<file path="config.mk">
export PLATFORM = sky130hd
export DESIGN_NAME = matrix_stream_loader_flat
export DESIGN_NICKNAME = d
export VERILOG_FILES = /design/src/rtl/matrix_pkg.sv /design/src/rtl/matrix_stream_loader_if.sv /design/src/rtl/matrix_load_index.sv /design/src/rtl/matrix_stream_loader.sv /design/src/flat_wrapper.sv
export SDC_FILE = /design/constraint.sdc
export NUM_CORES = 1
export LEC_CHECK = 0
export ABC_AREA = 1
export CAP_MARGIN = 25
export CORE_AREA = 3 3 241 243
export CTS_CLUSTER_DIAMETER = 120
export DETAILED_ROUTE_END_ITERATION = 12
export DIE_AREA = 0 0 244 246
export HOLD_SLACK_MARGIN = 0.1
export PLACE_DENSITY_LB_ADDON = 0.3
export SLEW_MARGIN = 15
export SYNTH_ARGS = -nofsm -noshare
export SYNTH_HDL_FRONTEND = slang
export SYNTH_HIERARCHICAL = 1
export SYNTH_SLANG_ARGS = --single-unit
</file>
<file path="constraint.sdc">
create_clock -name clock -period 3.2 [get_ports clock]
set_input_delay 0.64 -clock clock [delete_from_list [all_inputs] [get_ports clock]]
set_output_delay 0.64 -clock clock [all_outputs]
set_load 0.1 [all_outputs]
</file>
<file path="src/rtl/matrix_pkg.sv">
// Shared types for the matrix multiplier datapath: loader FSM states,
// default element width and the row/col index width helper.
package matrix_pkg;

  localparam int unsigned DEFAULT_WIDTH_BIT = 32;

  typedef enum logic [1:0] {
    LOAD_A = 2'd0,
    LOAD_B = 2'd1,
    FULL   = 2'd2
  } loader_state_t;

  // Index width for a ROWSxCOLS walk: $clog2 of the larger dimension, at least 1.
  function automatic int unsigned idx_width(input int unsigned rows, input int unsigned cols);
    int unsigned m;
    m = (rows > cols) ? rows : cols;
    return (m > 1) ? $clog2(m) : 1;
  endfunction

endpackage

</file>
<file path="src/rtl/matrix_stream_loader_if.sv">
// Element stream into the matrix loader: valid/ready handshake with a frame marker.
interface matrix_stream_loader_if #(
  parameter int unsigned WIDTH_BIT = 32
);
  logic                        in_valid;
  logic signed [WIDTH_BIT-1:0] in_data;
  logic                        in_last;
  logic                        in_ready;

  modport master (output in_valid, output in_data, output in_last, input in_ready);
  modport slave  (input in_valid, input in_data, input in_last, output in_ready);
endinterface

</file>
<file path="src/rtl/matrix_load_index.sv">
// Row-major row/col walker; at_end is registered from the next-state
// indices so it is valid in the same cycle as row/col.
module matrix_load_index
  import matrix_pkg::*;
#(
  parameter int unsigned ROWS = 3,
  parameter int unsigned COLS = 3,
  localparam int unsigned CW  = idx_width(ROWS, COLS)
) (
  input  logic          clock,
  input  logic          nreset,
  input  logic          inc,
  input  logic          clr,
  output logic [CW-1:0] row,
  output logic [CW-1:0] col,
  output logic          at_end
);

  logic [CW-1:0] row_n;
  logic [CW-1:0] col_n;

  // clr wins over inc; col wraps into row
  always_comb begin
    row_n = row;
    col_n = col;
    if (clr) begin
      row_n = '0;
      col_n = '0;
    end else if (inc) begin
      if (col == CW'(COLS - 1)) begin
        col_n = '0;
        row_n = (row == CW'(ROWS - 1)) ? '0 : row + CW'(1);
      end else begin
        col_n = col + CW'(1);
      end
    end
  end

  always_ff @(posedge clock or negedge nreset) begin
    if (!nreset) begin
      row    <= '0;
      col    <= '0;
      at_end <= (ROWS == 1) && (COLS == 1);
    end else begin
      row    <= row_n;
      col    <= col_n;
      at_end <= (row_n == CW'(ROWS - 1)) && (col_n == CW'(COLS - 1));
    end
  end

endmodule

</file>
<file path="src/rtl/matrix_stream_loader.sv">
// Write-side front end of the matrix multiplier: assembles A then B from a
// serial element stream and holds both until the consumer releases them.
module matrix_stream_loader
  import matrix_pkg::*;
#(
  parameter int unsigned AROWS     = 3,
  parameter int unsigned ACOLUMNS  = 3,
  parameter int unsigned BROWS     = 3,
  parameter int unsigned BCOLUMNS  = 3,
  parameter int unsigned WIDTH_BIT = DEFAULT_WIDTH_BIT
) (
  input  logic                        clock,
  input  logic                        nreset,
  matrix_stream_loader_if.slave       stream,
  output logic signed [WIDTH_BIT-1:0] MatrixA [AROWS][ACOLUMNS],
  output logic signed [WIDTH_BIT-1:0] MatrixB [BROWS][BCOLUMNS],
  output logic                        matrices_valid,
  input  logic                        consume,
  output logic                        frame_error
);

  localparam int unsigned ACW = idx_width(AROWS, ACOLUMNS);
  localparam int unsigned BCW = idx_width(BROWS, BCOLUMNS);

  loader_state_t  state;
  loader_state_t  state_n;
  logic           xfer_c;
  logic           inc_a_c;
  logic           inc_b_c;
  logic           clr_c;
  logic           ferr_c;
  logic [ACW-1:0] a_row;
  logic [ACW-1:0] a_col;
  logic           a_at_end;
  logic [BCW-1:0] b_row;
  logic [BCW-1:0] b_col;
  logic           b_at_end;

  assign xfer_c = stream.in_valid && stream.in_ready;

  matrix_load_index #(.ROWS(AROWS), .COLS(ACOLUMNS)) u_idx_a (
    .clock  (clock),
    .nreset (nreset),
    .inc    (inc_a_c),
    .clr    (clr_c),
    .row    (a_row),
    .col    (a_col),
    .at_end (a_at_end)
  );

  matrix_load_index #(.ROWS(BROWS), .COLS(BCOLUMNS)) u_idx_b (
    .clock  (clock),
    .nreset (nreset),
    .inc    (inc_b_c),
    .clr    (clr_c),
    .row    (b_row),
    .col    (b_col),
    .at_end (b_at_end)
  );

  // Next state, index control and framing check
  always_comb begin
    state_n = state;
    inc_a_c = 1'b0;
    inc_b_c = 1'b0;
    clr_c   = 1'b0;
    ferr_c  = 1'b0;
    case (state)
      LOAD_A: begin
        if (xfer_c) begin
          if (stream.in_last) begin
            ferr_c  = 1'b1;
            clr_c   = 1'b1;
            state_n = LOAD_A;
          end else if (a_at_end) begin
            clr_c   = 1'b1;
            state_n = LOAD_B;
          end else begin
            inc_a_c = 1'b1;
          end
        end
      end
      LOAD_B: begin
        if (xfer_c) begin
          if (b_at_end) begin
            ferr_c  = !stream.in_last;
            clr_c   = 1'b1;
            state_n = FULL;
          end else if (stream.in_last) begin
            ferr_c  = 1'b1;
            clr_c   = 1'b1;
            state_n = LOAD_A;
          end else begin
            inc_b_c = 1'b1;
          end
        end
      end
      FULL: begin
        if (consume) begin
          clr_c   = 1'b1;
          state_n = LOAD_A;
        end
      end
      default: begin
        clr_c   = 1'b1;
        state_n = LOAD_A;
      end
    endcase
  end

  // Handshake and status flops track the next state so they decode registered state
  always_ff @(posedge clock or negedge nreset) begin
    if (!nreset) begin
      state           <= LOAD_A;
      stream.in_ready <= 1'b1;
      matrices_valid  <= 1'b0;
      frame_error     <= 1'b0;
    end else begin
      state           <= state_n;
      stream.in_ready <= (state_n != FULL);
      matrices_valid  <= (state_n == FULL);
      frame_error     <= ferr_c;
    end
  end

  always_ff @(posedge clock or negedge nreset) begin
    if (!nreset) begin
      for (int r = 0; r < AROWS; r++)
        for (int c = 0; c < ACOLUMNS; c++)
          MatrixA[r][c] <= '0;
    end else begin
      for (int r = 0; r < AROWS; r++)
        for (int c = 0; c < ACOLUMNS; c++)
          if (xfer_c && (state == LOAD_A) && (a_row == ACW'(r)) && (a_col == ACW'(c)))
            MatrixA[r][c] <= stream.in_data;
    end
  end

  always_ff @(posedge clock or negedge nreset) begin
    if (!nreset) begin
      for (int r = 0; r < BROWS; r++)
        for (int c = 0; c < BCOLUMNS; c++)
          MatrixB[r][c] <= '0;
    end else begin
      for (int r = 0; r < BROWS; r++)
        for (int c = 0; c < BCOLUMNS; c++)
          if (xfer_c && (state == LOAD_B) && (b_row == BCW'(r)) && (b_col == BCW'(c)))
            MatrixB[r][c] <= stream.in_data;
    end
  end

endmodule

</file>
<file path="src/flat_wrapper.sv">
// flat-port wrapper written by rule: the top's interface ports become plain ports
module matrix_stream_loader_flat import matrix_pkg::*;
#(
  parameter int unsigned AROWS     = 3,
  parameter int unsigned ACOLUMNS  = 3,
  parameter int unsigned BROWS     = 3,
  parameter int unsigned BCOLUMNS  = 3,
  parameter int unsigned WIDTH_BIT = DEFAULT_WIDTH_BIT
)
  (clock, nreset, MatrixA, MatrixB, matrices_valid, consume, frame_error, stream_in_valid, stream_in_data, stream_in_last, stream_in_ready);
  matrix_stream_loader_if #(.WIDTH_BIT(WIDTH_BIT)) stream_i ();
  input  logic clock;
  input  logic nreset;
  output logic signed [WIDTH_BIT-1:0] MatrixA[AROWS][ACOLUMNS];
  output logic signed [WIDTH_BIT-1:0] MatrixB[BROWS][BCOLUMNS];
  output logic matrices_valid;
  input  logic consume;
  output logic frame_error;
  input wire logic [$bits(stream_i.in_valid)-1:0] stream_in_valid;
  input wire logic [$bits(stream_i.in_data)-1:0] stream_in_data;
  input wire logic [$bits(stream_i.in_last)-1:0] stream_in_last;
  output wire logic [$bits(stream_i.in_ready)-1:0] stream_in_ready;
  assign stream_i.in_valid = stream_in_valid;
  assign stream_i.in_data = stream_in_data;
  assign stream_i.in_last = stream_in_last;
  assign stream_in_ready = stream_i.in_ready;
  matrix_stream_loader #(.AROWS(AROWS), .ACOLUMNS(ACOLUMNS), .BROWS(BROWS), .BCOLUMNS(BCOLUMNS), .WIDTH_BIT(WIDTH_BIT)) u_core (.clock(clock), .nreset(nreset), .stream(stream_i), .MatrixA(MatrixA), .MatrixB(MatrixB), .matrices_valid(matrices_valid), .consume(consume), .frame_error(frame_error));
endmodule
</file>
* After elaboration in Yosys (flattened, before gate mapping) *
Cells that the tools add are included.
W data, S select, Z words.

cells by class
  eq/ne operators = 16
  add/subtract/negate cells = 4
  reduce and logical (&&, ||, !) cells = 35
  multiplexer cells = 42

operators with widths
  cell                   number
  $mux W2                21
  $logic_and A1 B1 Y1    29
  $eq A2 B2 Y1 const B   10
  $mux W1                18
  $eq A2 B1 Y1 const B   5
  $logic_not A2 Y1       5
  $add A2 B1 Y2 const B  4
  $pmux W2 S3            1
  $pmux W1 S3            1
  $ne A2 B2 Y1 const B   1
  $pmux W1 S2            1
  $logic_not A1 Y1       1

word-level totals
  word-level logic and storage cells = 125
  input port bits = 37
  output and inout port bits = 579
  register bits after elaboration = 591

* Depth between registers and ports, before layout *
Gate-level depths: netlist of the first run.

  depth in word-level cells = 8
  gate-level depth with buffers = 10
  depth with buffers taken out = 10

* Cells and area by module *
Netlist of the first run, hierarchy kept.

modules (own cells, without submodules)
  module                              sequential area each (um^2)  area an instance (um^2)  cells each  instances
  matrix_stream_loader                14540.2                      22402.7                  1976        1
  matrix_load_index (u_core.u_idx_b)  125.1                        254.0                    34          1
  matrix_load_index (u_core.u_idx_a)  125.1                        252.7                    32          1

* Worst setup path before layout of the first run *
OpenSTA, ideal clock, no wires.

  path type = reg-to-reg
  from = register u_core.stream.in_ready
  to = register u_core.u_idx_a.at_end
  cell stages (with the launch flop) = 8
  required time = 3083 ps
  path slack = 867 ps
  arrival = 2216 ps
  clock period less this slack = 2333 ps
  buffers on the path = 0
  setup time = 117 ps
  path through = dfstp_2 -> nand2_2 -> nor4_1 -> nand3_1 -> nand2_1 -> nand3_2 -> nand2_1 -> nor2_2

on the way
  longest elaborated chain between the ends = 7
  elaborated cells between the ends (all ways) = 13
  those cells by class = eq/ne (2); mux (9); reduce/logical (2)

ends and longest elaborated chain
  element                   line                           text
  from (decl)               matrix_stream_loader_if.sv:11  modport slave (input in_valid, input in_data, input in_last, output in_ready);
  from (signal assigned)    matrix_stream_loader.sv:120    stream.in_ready <= (state_n != FULL);
  $logic_and A1 B1 Y1 *     matrix_stream_loader.sv:39     assign xfer_c = stream.in_valid && stream.in_ready;
  $mux W1 *                 matrix_stream_loader.sv:70     if (xfer_c) begin
  $mux W1 *                 matrix_stream_loader.sv:68     case (state)
  named net u_core.inc_a_c  matrix_stream_loader.sv:28     logic inc_a_c;
  $mux W2                   matrix_load_index.sv:29        end else if (inc) begin
  $mux W2                   matrix_load_index.sv:26        if (clr) begin
  $eq A2 B2 Y1              matrix_load_index.sv:47        at_end <= (row_n == CW'(ROWS - 1)) && (col_n == CW'(COLS - 1));
  $logic_and A1 B1 Y1 *     matrix_load_index.sv:47
  to (signal assigned)      matrix_load_index.sv:43        at_end <= (ROWS == 1) && (COLS == 1);
  to (signal assigned)      matrix_load_index.sv:47
  to (decl)                 matrix_load_index.sv:16        output logic at_end

The timed path passes the listed nets; every way through them passes the cells marked *.
A chain may end at the register's enable or synchronous reset.

* Final worst setup path of the first run *
  from = register u_core.stream.in_ready
  to = output stream_in_ready

RTL lines
  element    line                text
  to (decl)  flat_wrapper.sv:22  output wire logic [$bits(stream_i.in_ready)-1:0] stream_in_ready;

No word-level cell between the ends.

==> results of run 1 <==
-- layout by cell type (no fill, tap or decap), types with 6 or more instances in the layout --
master	instances
clkbuf_8	14
nor2_2	13
nand2_1	597
clkbuf_16	63
nand3_4	18
clkbuf_1	13
inv_1	61
dfrtp_1	590
clkdlybuf4s50_1	35
o21ai_2	199
buf_12	8
nand3_1	7
bufinv_16	6
nor2_1	12
o21ai_1	378
clkinv_2	12
buf_4	644
-- area by class of cell --
class / count / area, um2 / share of cell area
Timing Repair Buffer: 689 / 5370 / 0.1791
Clock inverter: 23 / 281.5 / 0.009388
Sequential cell: 591 / 14790 / 0.4932
Tap cell: 756 / 945.9 / 0.03154
Inverter: 64 / 240.2 / 0.008011
Clock buffer: 90 / 1818 / 0.06062
Multi-Input combinational cell: 1247 / 6543 / 0.2182
-- repair_timing --
action,in CTS,in global routing
endpoints found under the setup margin,0,0
endpoints found under the hold margin,50,0
hold buffers,1,0
-- logic make-up after synthesis --
family | after synthesis | share of synthesized area
AND/OR/NAND/NOR | 659 | 0.1239
flip-flops | 591 | 0.6456
AO/OA/AOI/OAI | 586 | 0.1607
buffers and inverters | 204 | 0.06882
XOR/XNOR | 1 | 0.0003824
adder cells (fa/ha/maj) | 1 | 0.0005461
-- Yosys cell counts (5+ instances only) --
master    instances
nand2_1         597
o21ai_1         378
nand3_1           7
clkbuf_1         32
nor2_2           13
nor2_1           12
o21ai_2         199
nand3_4          18
inv_1            61
a21oi_1           5
dfrtp_1         590
buf_6           108
-- sequential cells by signal, indices dropped and copies added (netlist names), 2 cells and up --
| register | count |
|---|---|
| u_core/MatrixA | 288 |
| u_core/MatrixB | 288 |
| u_core/state | 2 |
| u_core/u_idx_a/col | 2 |
| u_core/u_idx_a/row | 2 |
| u_core/u_idx_b/col | 2 |
| u_core/u_idx_b/row | 2 |
-- worst min-delay path, cell delays in order, from the launching register on --
cell     delay (ns)
dfrtp_1        0.34
nand2_1        0.06
o21ai_2        0.05
-- layer usage --
metal	share of wire	global-route usage	up-vias
met5	0	0	-
met1	0.39	0.3065	8556
li1	-	-	7954
met4	0.040	0.09399	0
met3	0.069	0.05137	150
met2	0.50	0.4195	607
-- final timing paths --
check	end	slack (ns)
setup / recovery	stream_in_ready	1.13
hold / removal	u_core/MatrixA[106]	0.48
setup reg to reg	u_core/MatrixA[265]	1.21
hold reg to reg	u_core/MatrixA[106]	0.48
max in group asynchronous	u_core/MatrixB[111]	1.50
min in group asynchronous	u_core/MatrixA[251]	0.54
-- stage by stage --
step,cell area (um2),setup slack [ns],std cells
6_report,29990,1.132,3460
5_1_grt,29990,1.072,3460
4_1_cts,29990,1.085,3460
3_5_place_dp,27880,0.6242,3346
3_3_place_gp,27880,0.6781,3346
2_1_floorplan,22910,0.8667,2042
-- where the power goes --
part	total (W)	internal, W	leakage, nW	switching, W
sequential	0.0101	0.00910	7.96	0.00103
clock	0.00732	0.00440	1.04	0.00292
combinational	0.0174	0.00299	6.11	0.0145
==> results.md, run 1 <==
- Status: finished clean
- Starting Density: 0.4079
- DRC: 0
- Leak: 15.11 nW
- Post-synth net total: 2080
- PortBufs: 615
- Critical Path AT: 1.43 ns
- ANT nets after route: 0
- Fin nets: 2692
- Antenna Cells: 0
- Fmax: 0.4835 GHz
- Final setup fails: 0
- Post-DP HPWL: 51600 um
- PwrDens: 1164 nW/um2
- Worst slew pin tran: 0.8579 ns
- Crit path cell chain: buf_4
- Top post-synthesis cells by area: dfrtp_1 64%, nand2_1 9.8%, o21ai_1 8.3%
- Gr ovfl total: 0
- Post-synthesis sequential area ratio: 0.6456
- Synthesis Warnings: 6
- Final hold vios: 0
- Slew margin rel.: 0.4274
- Area growth from synthesis to layout: 30.90%
- Fin crit share: 0.6463
- Post-synth ARST share: 1.000
- Ys flop type: dfrtp_1
- Fillers: 5013
- Mapped Cells: 2042
- Placer congestion estimate: 0.8266
- Synthesized cell area: 22910 um2
- R2R cell count: 6
- Post-Route WL: 74720 um
- Crit end category: output pin
- CTS tree: built
- Pins over their slew limit: 0
- Top Ports: 616
- WP depth: 1
- Top cell type's share of synthesized area: 0.6445
- Initial antenna violation count: 0
- Die Footprint: 60020 um2
- Post-CTS sizing: 0
- Chip width: 244 um
- Yosys cell types: 26
- Hold Path Cell Cnt: 2
- Clock buffer depth: 3
- Avg Inst Size Synth: 11.22 um2
- Via Count: 17.27k
- Placeable Area: 56170 um2
- CTS clk-pin slew, worst paths: 0.06 ns
- Critical Path Source Type: flip-flop
- Wire per inst: 21.60 um
- Row cnt: 87
- VDD IR max: 1.662 mV
- Maximum net fanout on the critical path: 2
- Root buf cell: clkbuf_16
- Largest net degree at the start of global routing: 83
- Crit Path Category: flip-flop to output pin
- Die Ht: 246 um
- RSZ-0062 raised after global routing: false
- CP bufs+invs: 1
- Hold slack final: 0.4816 ns
- Skew-Pair Late Insertion Delay: 0.62 ns
- Setup TNS after final layout: 0 ns
- First DRT Iteration DRCs: 1329
- Final Util: 0.5339
- Slowest CP cell: dfstp_2
- Worst R2R Start: u_core/stream.in_ready
- Drt via density: 4.990
- Clock Skews: 0.02376 ns
- HP Start: u_core/MatrixA[106]
- First-pass GRT wire length: 111900 um
- Number of flops mapped to enable cells by yosys: 0
- Tot Pwr: 0.03490 W
- H-tree Lvls: 2
- Cts bufs inserted: 61
- Vias in the first global route: 17.33k
- WP data required: 2.56 ns
- CP startpoint: u_core/stream.in_ready
- Layout cell share with drive strength beyond 1: 0.3683
- Area leader, netlist: dfrtp_1
- Gr usage total: 0.2451
- Tmin final: 2.068 ns
- Flops & latches, synth: 591
- Clock sink count: 591
- Crit-path leading delay family: flip-flops
- CP max stage delay: 0.54 ns
- Total setup buffers inserted after CTS: 0
- Max_cap viols: 0
- First-pass detailed-route iteration total: 5
- HP Class: flip-flop to flip-flop
(Power assumes the default switching activity.)
==> inputs of run 2 (changes only) <==
CORE_AREA = 3 3 240 242   (was 3 3 241 243)
DIE_AREA = 0 0 243 245   (was 0 0 244 246)
clock period = 1.9 ns   (was 3.2 ns; I/O delays follow)
==> run 2 against run 1 <==
  * Design area increased by 5.3%
  * First-iteration DRC count rose by 4.7%
  * Worst hold slack lost 0.23 ns
  * Clock skew is 0.0090 ns lower
  * Largest power group unchanged
  * Flip-flop and latch count did not move
  * Die area down 0.81%
  * Wire length grew 2.2%
  * Clock-buffer cell count decreased by 5
  * Setup slack lost 1.1 ns
  * Clock power is 79% higher
  * Total power is 74% higher
  * Critical path depth unchanged
==> results.md, run 2 (synthesized netlist as in run 1, its figures left out) <==
- Slowest CP cell: dfstp_4
- Maximum net fanout on the critical path: 2 (unchanged)
- Max_cap viols: 0 (unchanged)
- Top flop regs: u_core/MatrixA (288), u_core/MatrixB (288)
- Layout cell share with drive strength beyond 1: 0.3801 (+0.01171)
- Post-Route WL: 76340 um (+2.2%)
- Final setup fails: 0 (unchanged)
- CP bufs+invs: 1 (unchanged)
- Drt via density: 4.994 (about the same)
- Die Footprint: 59540 um2 (-0.81%)
- Final Util: 0.5711 (+0.03718)
- Post-CTS sizing: 0 (unchanged)
- Critical Path Source Type: flip-flop
- WP data required: 1.52 ns (-1.04 ns)
- Initial antenna violation count: 1 (+1)
- Crit-path leading delay family: flip-flops
- Clock Skews: 0.01478 ns (-0.008982 ns)
- CTS tree: built
- Leading cell type in the layout, fill and taps excluded: nand2_1
- DRC: 0 (unchanged)
- HP Class: input port to async pin
- Critical Path AT: 1.44 ns (about the same)
- Row cnt: 86 (-1.1%)
- Fmax: 0.5499 GHz
- Cts bufs inserted: 61 (unchanged)
- Top Ports: 616 (unchanged)
- Crit Path Category: flip-flop to output pin
- Status: finished clean
- Root buf cell: clkbuf_16
- Crit path cell chain: buf_12
- Vias in the first global route: 17.51k (+1.0%)
- Clock buffer depth: 3 (unchanged)
- Post-DP HPWL: 54620 um (+5.8%)
- CTS clk-pin slew, worst paths: 0.06 ns (about the same)
- Placer congestion estimate: 0.8519 (+3.1%)
- Fin nets: 2734 (+1.6%)
- Hold_buf cts: 1 (unchanged)
- VDD IR max: 2.222 mV (+34%)
- Most frequent cells in the layout: 597 x nand2_1, 596 x buf_4, 590 x dfrtp_1
- Starting Density: 0.4142 (+0.006348)
- Gr ovfl total: 0 (unchanged)
- Fin crit share: 0.9572
- Via Count: 17.46k (+1.1%)
- Post-Layout Cell Count: 3496 (+1.0%)
- CP max stage delay: 0.65 ns (+0.11 ns)
- Chip width: 243 um (-0.41%)
- ANT nets after route: 0 (unchanged)
- PortBufs: 615 (unchanged)
- RSZ-0062 raised after global routing: false
- Clock sink count: 591 (unchanged)
- Wire per inst: 21.84 um (+1.1%)
- First DRT Iteration DRCs: 1392 (+4.7%)
- H-tree Lvls: 2 (unchanged)
- PwrDens: 1922 nW/um2 (+65%)
- Gr usage total: 0.2518 (+0.006720)
- Leak: 15.73 nW (+4.1%)
- Placeable Area: 55310 um2 (-1.5%)
- Placed Instances: 3380 (+1.0%)
- First-pass detailed-route iteration total: 8 (+3)
- Tmin final: 1.819 ns
- First-pass GRT wire length: 113800 um (+1.7%)
- Crit end category: output pin
- Final hold vios: 0 (unchanged)
- Die Ht: 245 um (-0.41%)
- Worst slew pin tran: 0.4470 ns (-0.4109 ns)
- Area growth from synthesis to layout: 37.87%
- Pins over their slew limit: 0 (unchanged)
- Largest net degree at the start of global routing: 81 (-2.4%)
- Skew-Pair Late Insertion Delay: 0.61 ns (about the same)
- Slew margin rel.: 0.7020 (+0.2746)
- Total setup buffers inserted after CTS: 0 (unchanged)
-- run 2: cell types whose count changed in the layout (fill, tap and decap cells not counted), sizes merged --
cell and change:
clkinv -3, diode +1, buf +42, clkinvlp +4
clkbuf -5, bufinv +5
-- run 2: cell type report --
| class | count | area [um2] |
|---|---|---|
| Fill cell | 4758 | 23720 |
| Sequential cell | 591 | 14790 |
| Timing Repair Buffer | 731 | 6812 |
| Multi-Input combinational cell | 1247 | 6563 |
| Antenna cell | 1 | 2.502 |
| Clock buffer | 85 | 1789 |
| Inverter | 64 | 240.2 |
| Clock inverter | 29 | 449.2 |
| Tap cell | 748 | 935.9 |
-- run 2: power by group --
group          switching [W]  leakage [nW]  total [W]  internal [W]
Sequential           0.00185          7.96     0.0172        0.0153
Clock                0.00507          1.09     0.0131       0.00806
Combinational         0.0247          6.68     0.0304       0.00573
-- run 2: routing by layer --
metal | global-route usage | up-vias | wire length, um
met2 | 0.4309 | 671 | 38320
li1 | - | 8074 | -
met1 | 0.3056 | 8571 | 29430
met5 | 0 | - | 0
met4 | 0.09859 | 0 | 2953
met3 | 0.06642 | 143 | 5625
-- run 2: worst paths after layout --
kind                       cells after the start                    end              startpoint  slack (ns)
setup / recovery                               1        stream_in_ready  u_core/stream.in_ready        0.08
hold / removal                                 2    u_core/MatrixA[217]                  nreset        0.25
setup reg to reg                               7  u_core/u_idx_a/at_end  u_core/stream.in_ready        0.12
hold reg to reg                                2    u_core/MatrixA[225]     u_core/MatrixA[225]        0.48
max in group asynchronous                      4    u_core/MatrixA[270]                  nreset        0.80
min in group clock                             2    u_core/MatrixA[225]     u_core/MatrixA[225]        0.48
-- run 2: through the flow --
stage	hold WS, ns	total power (W)	TNS (ns)	setup slack (ns)	instance area (um2)
6_report	0.2508	0.06070	0	0.08134	31590
5_1_grt	0.2607	0.06260	0	0.02020	31580
4_1_cts	0.2425	0.06106	0	0.03947	31580
3_5_place_dp	0.3203	0.04787	-17.22	-0.1997	29330
3_3_place_gp	0.3113	0.04754	-3.630	-0.2061	29330
2_1_floorplan	0.08441	0.03998	0	0.006736	22930
==> inputs of run 3 (changes only) <==
CORE_AREA = 3 3 241 243   (was 3 3 240 242)
DIE_AREA = 0 0 244 246   (was 0 0 243 245)
HOLD_SLACK_MARGIN = 0.03   (was 0.1)
clock period = 2.2 ns   (was 1.9 ns; I/O delays follow)
==> run 3 against run 2 <==
  * Utilization is 3.5 points lower
  * Total power down 17%
  * Clock skew shrank 0.00085 ns
  * Critical path depth is the same
  * Non-clock buffer count shrank 39
  * First-iteration DRC count shrank 18%
  * Die area rose by 0.82%
  * Sequential share of layout area grew 2.2 points
  * Critical endpoint unchanged
==> results.md, run 3 (synthesized netlist as in run 1, its figures left out) <==
- Pins over their slew limit: 0 (unchanged)
- Gr ovfl total: 0 (unchanged)
- Fin crit share: 0.8581
- Die Footprint: 60020 um2 (+0.82%)
- Clock buffer depth: 3 (unchanged)
- Placeable Area: 56170 um2 (+1.6%)
- Clock Skews: 0.01392 ns (-0.0008535 ns)
- Post-DP HPWL: 51860 um (-5.0%)
- Status: finished clean
- Top flop regs: u_core/MatrixA (288), u_core/MatrixB (288)
- Initial antenna violation count: 2 (+1)
- Final setup fails: 0 (unchanged)
- First DRT Iteration DRCs: 1141 (-18%)
- Starting Density: 0.4079 (-0.006348)
- VDD IR max: 2.331 mV (+4.9%)
- Crit-path leading delay family: flip-flops
- PwrDens: 1669 nW/um2 (-13%)
- CP bufs+invs: 1 (unchanged)
- Final hold vios: 0 (unchanged)
- PortBufs: 615 (unchanged)
- Area growth from synthesis to layout: 31.53%
- First-pass detailed-route iteration total: 7 (-1)
- Max_cap viols: 0 (unchanged)
- Top Ports: 616 (unchanged)
- Crit path cell chain: buf_4
- Critical Path Source Type: flip-flop
- Hold slack final: 0.3064 ns (+0.05560 ns)
- Die Ht: 246 um (+0.41%)
- Total setup buffers inserted after CTS: 0 (unchanged)
- Row cnt: 87 (+1.2%)
- Fmax: 0.5297 GHz
- CTS clk-pin slew, worst paths: 0.06 ns (about the same)
- Post-Route WL: 74530 um (-2.4%)
- Crit end category: output pin
- Most frequent cells in the layout: 627 x buf_4, 597 x nand2_1, 590 x dfrtp_1
- CTS tree: built
- Leak: 15.17 nW (-3.5%)
- Fillers: 4983 (+4.7%)
- Drt via density: 4.968 (-0.52%)
- Multi-input gate area: 6549 um2 (-0.21%)
- DRC: 0 (unchanged)
- Maximum net fanout on the critical path: 2 (unchanged)
- Slowest CP cell: dfstp_2
- Slew margin rel.: 0.5263 (-0.1757)
- ANT nets after route: 0 (unchanged)
- HP Class: input port to async pin
- Crit Path Category: flip-flop to output pin
- Final Util: 0.5365 (-0.03459)
- Via Count: 17.19k (-1.6%)
- Critical Path AT: 1.45 ns (about the same)
- Skew-Pair Late Insertion Delay: 0.61 ns (about the same)
- Worst slew pin tran: 0.7105 ns (+0.2636 ns)
- First-pass GRT wire length: 111000 um (-2.4%)
- Antenna Cells: 0 (-1)
- Vias in the first global route: 17.09k (-2.4%)
- Layout cell share with drive strength beyond 1: 0.3663 (-0.01379)
- Gr usage total: 0.2429 (-0.008942)
- Leading cell type in the layout, fill and taps excluded: buf_4
- Tmin final: 1.888 ns
- Chip width: 244 um (+0.41%)
- Root buf cell: clkbuf_16
- WP data required: 1.76 ns (+0.24 ns)
- CP max stage delay: 0.54 ns (-0.11 ns)
- Cts bufs inserted: 60 (-1.6%)
- H-tree Lvls: 2 (unchanged)
- Register area: 14790 um2 (about the same)
- Fin nets: 2694 (-1.5%)
- Placer congestion estimate: 0.8585 (+0.77%)
- Clock sink count: 591 (unchanged)
- Wire per inst: 21.55 um (-1.3%)
- Largest net degree at the start of global routing: 107 (+32%)
- RSZ-0062 raised after global routing: false
[run 3: cell types whose count changed in the layout (fill, tap and decap cells not counted), moves of 5 or more]
cell,delta
buf_12,-70
buf_4,+31
clkbuf_1,+10
bufinv_16,-9
clkinvlp_4,-5
[run 3: cell type report]
cell class / count / share of cell area
clock buffer: 96 / 0.06070
clock inverter: 13 / 0.004526
inverter: 64 / 0.007972
multi-input combinational: 1247 / 0.2173
sequential: 591 / 0.4908
tap: 756 / 0.03139
timing repair buffer: 692 / 0.1873
[run 3: per-stage QoR]
stage,power (W),instance area (um2),setup TNS [ns],setup WS (ns),cells
final,0.05028,30130,0,0.3121,3459
after detailed placement,0.04045,28160,-0.06286,-0.02640,3349
after CTS,0.05064,30130,0,0.2755,3459
after global routing,0.05195,30130,0,0.2656,3459
after floorplan,0.03453,22920,0,0.07598,2042
after global placement,0.04019,28160,0,0.02521,3349
[run 3: timing repair]
action | CTS | global route
gates resized for setup | 0 | 0
hold buffers | 1 | 0
hold endpoints to repair | 18 | 0
[run 3: worst paths after layout]
path                                         from                  end  slack (ns)  cells after the start
max reg2reg                u_core/stream.in_ready   u_core/MatrixB[68]        0.38                      6
min                                        nreset  u_core/MatrixA[219]        0.31                      2
max in group asynchronous                  nreset    u_core/MatrixB[4]        0.94                      3
max                        u_core/stream.in_ready      stream_in_ready        0.31                      1
min reg2reg                   u_core/MatrixB[140]  u_core/MatrixB[140]        0.48                      2
min in group clock            u_core/MatrixB[140]  u_core/MatrixB[140]        0.48                      2
[run 3: where the power goes]
| group | internal [W] | switching [W] | leakage, nW |
|---|---|---|---|
| sequential | 0.0132 | 0.00148 | 7.96 |
| combinational | 0.00441 | 0.0211 | 6.25 |
| clock | 0.00590 | 0.00418 | 0.966 |
| total | 0.0235 | 0.0267 | 15.2 |
[run 3: routing by layer]
layer	routed length [um]	track usage	share of wire
met1	29200	0.2995	0.39
met4	2634	0.08508	0.035
met2	37180	0.4153	0.50
met3	5481	0.06280	0.074
met5	37	0	0.00050
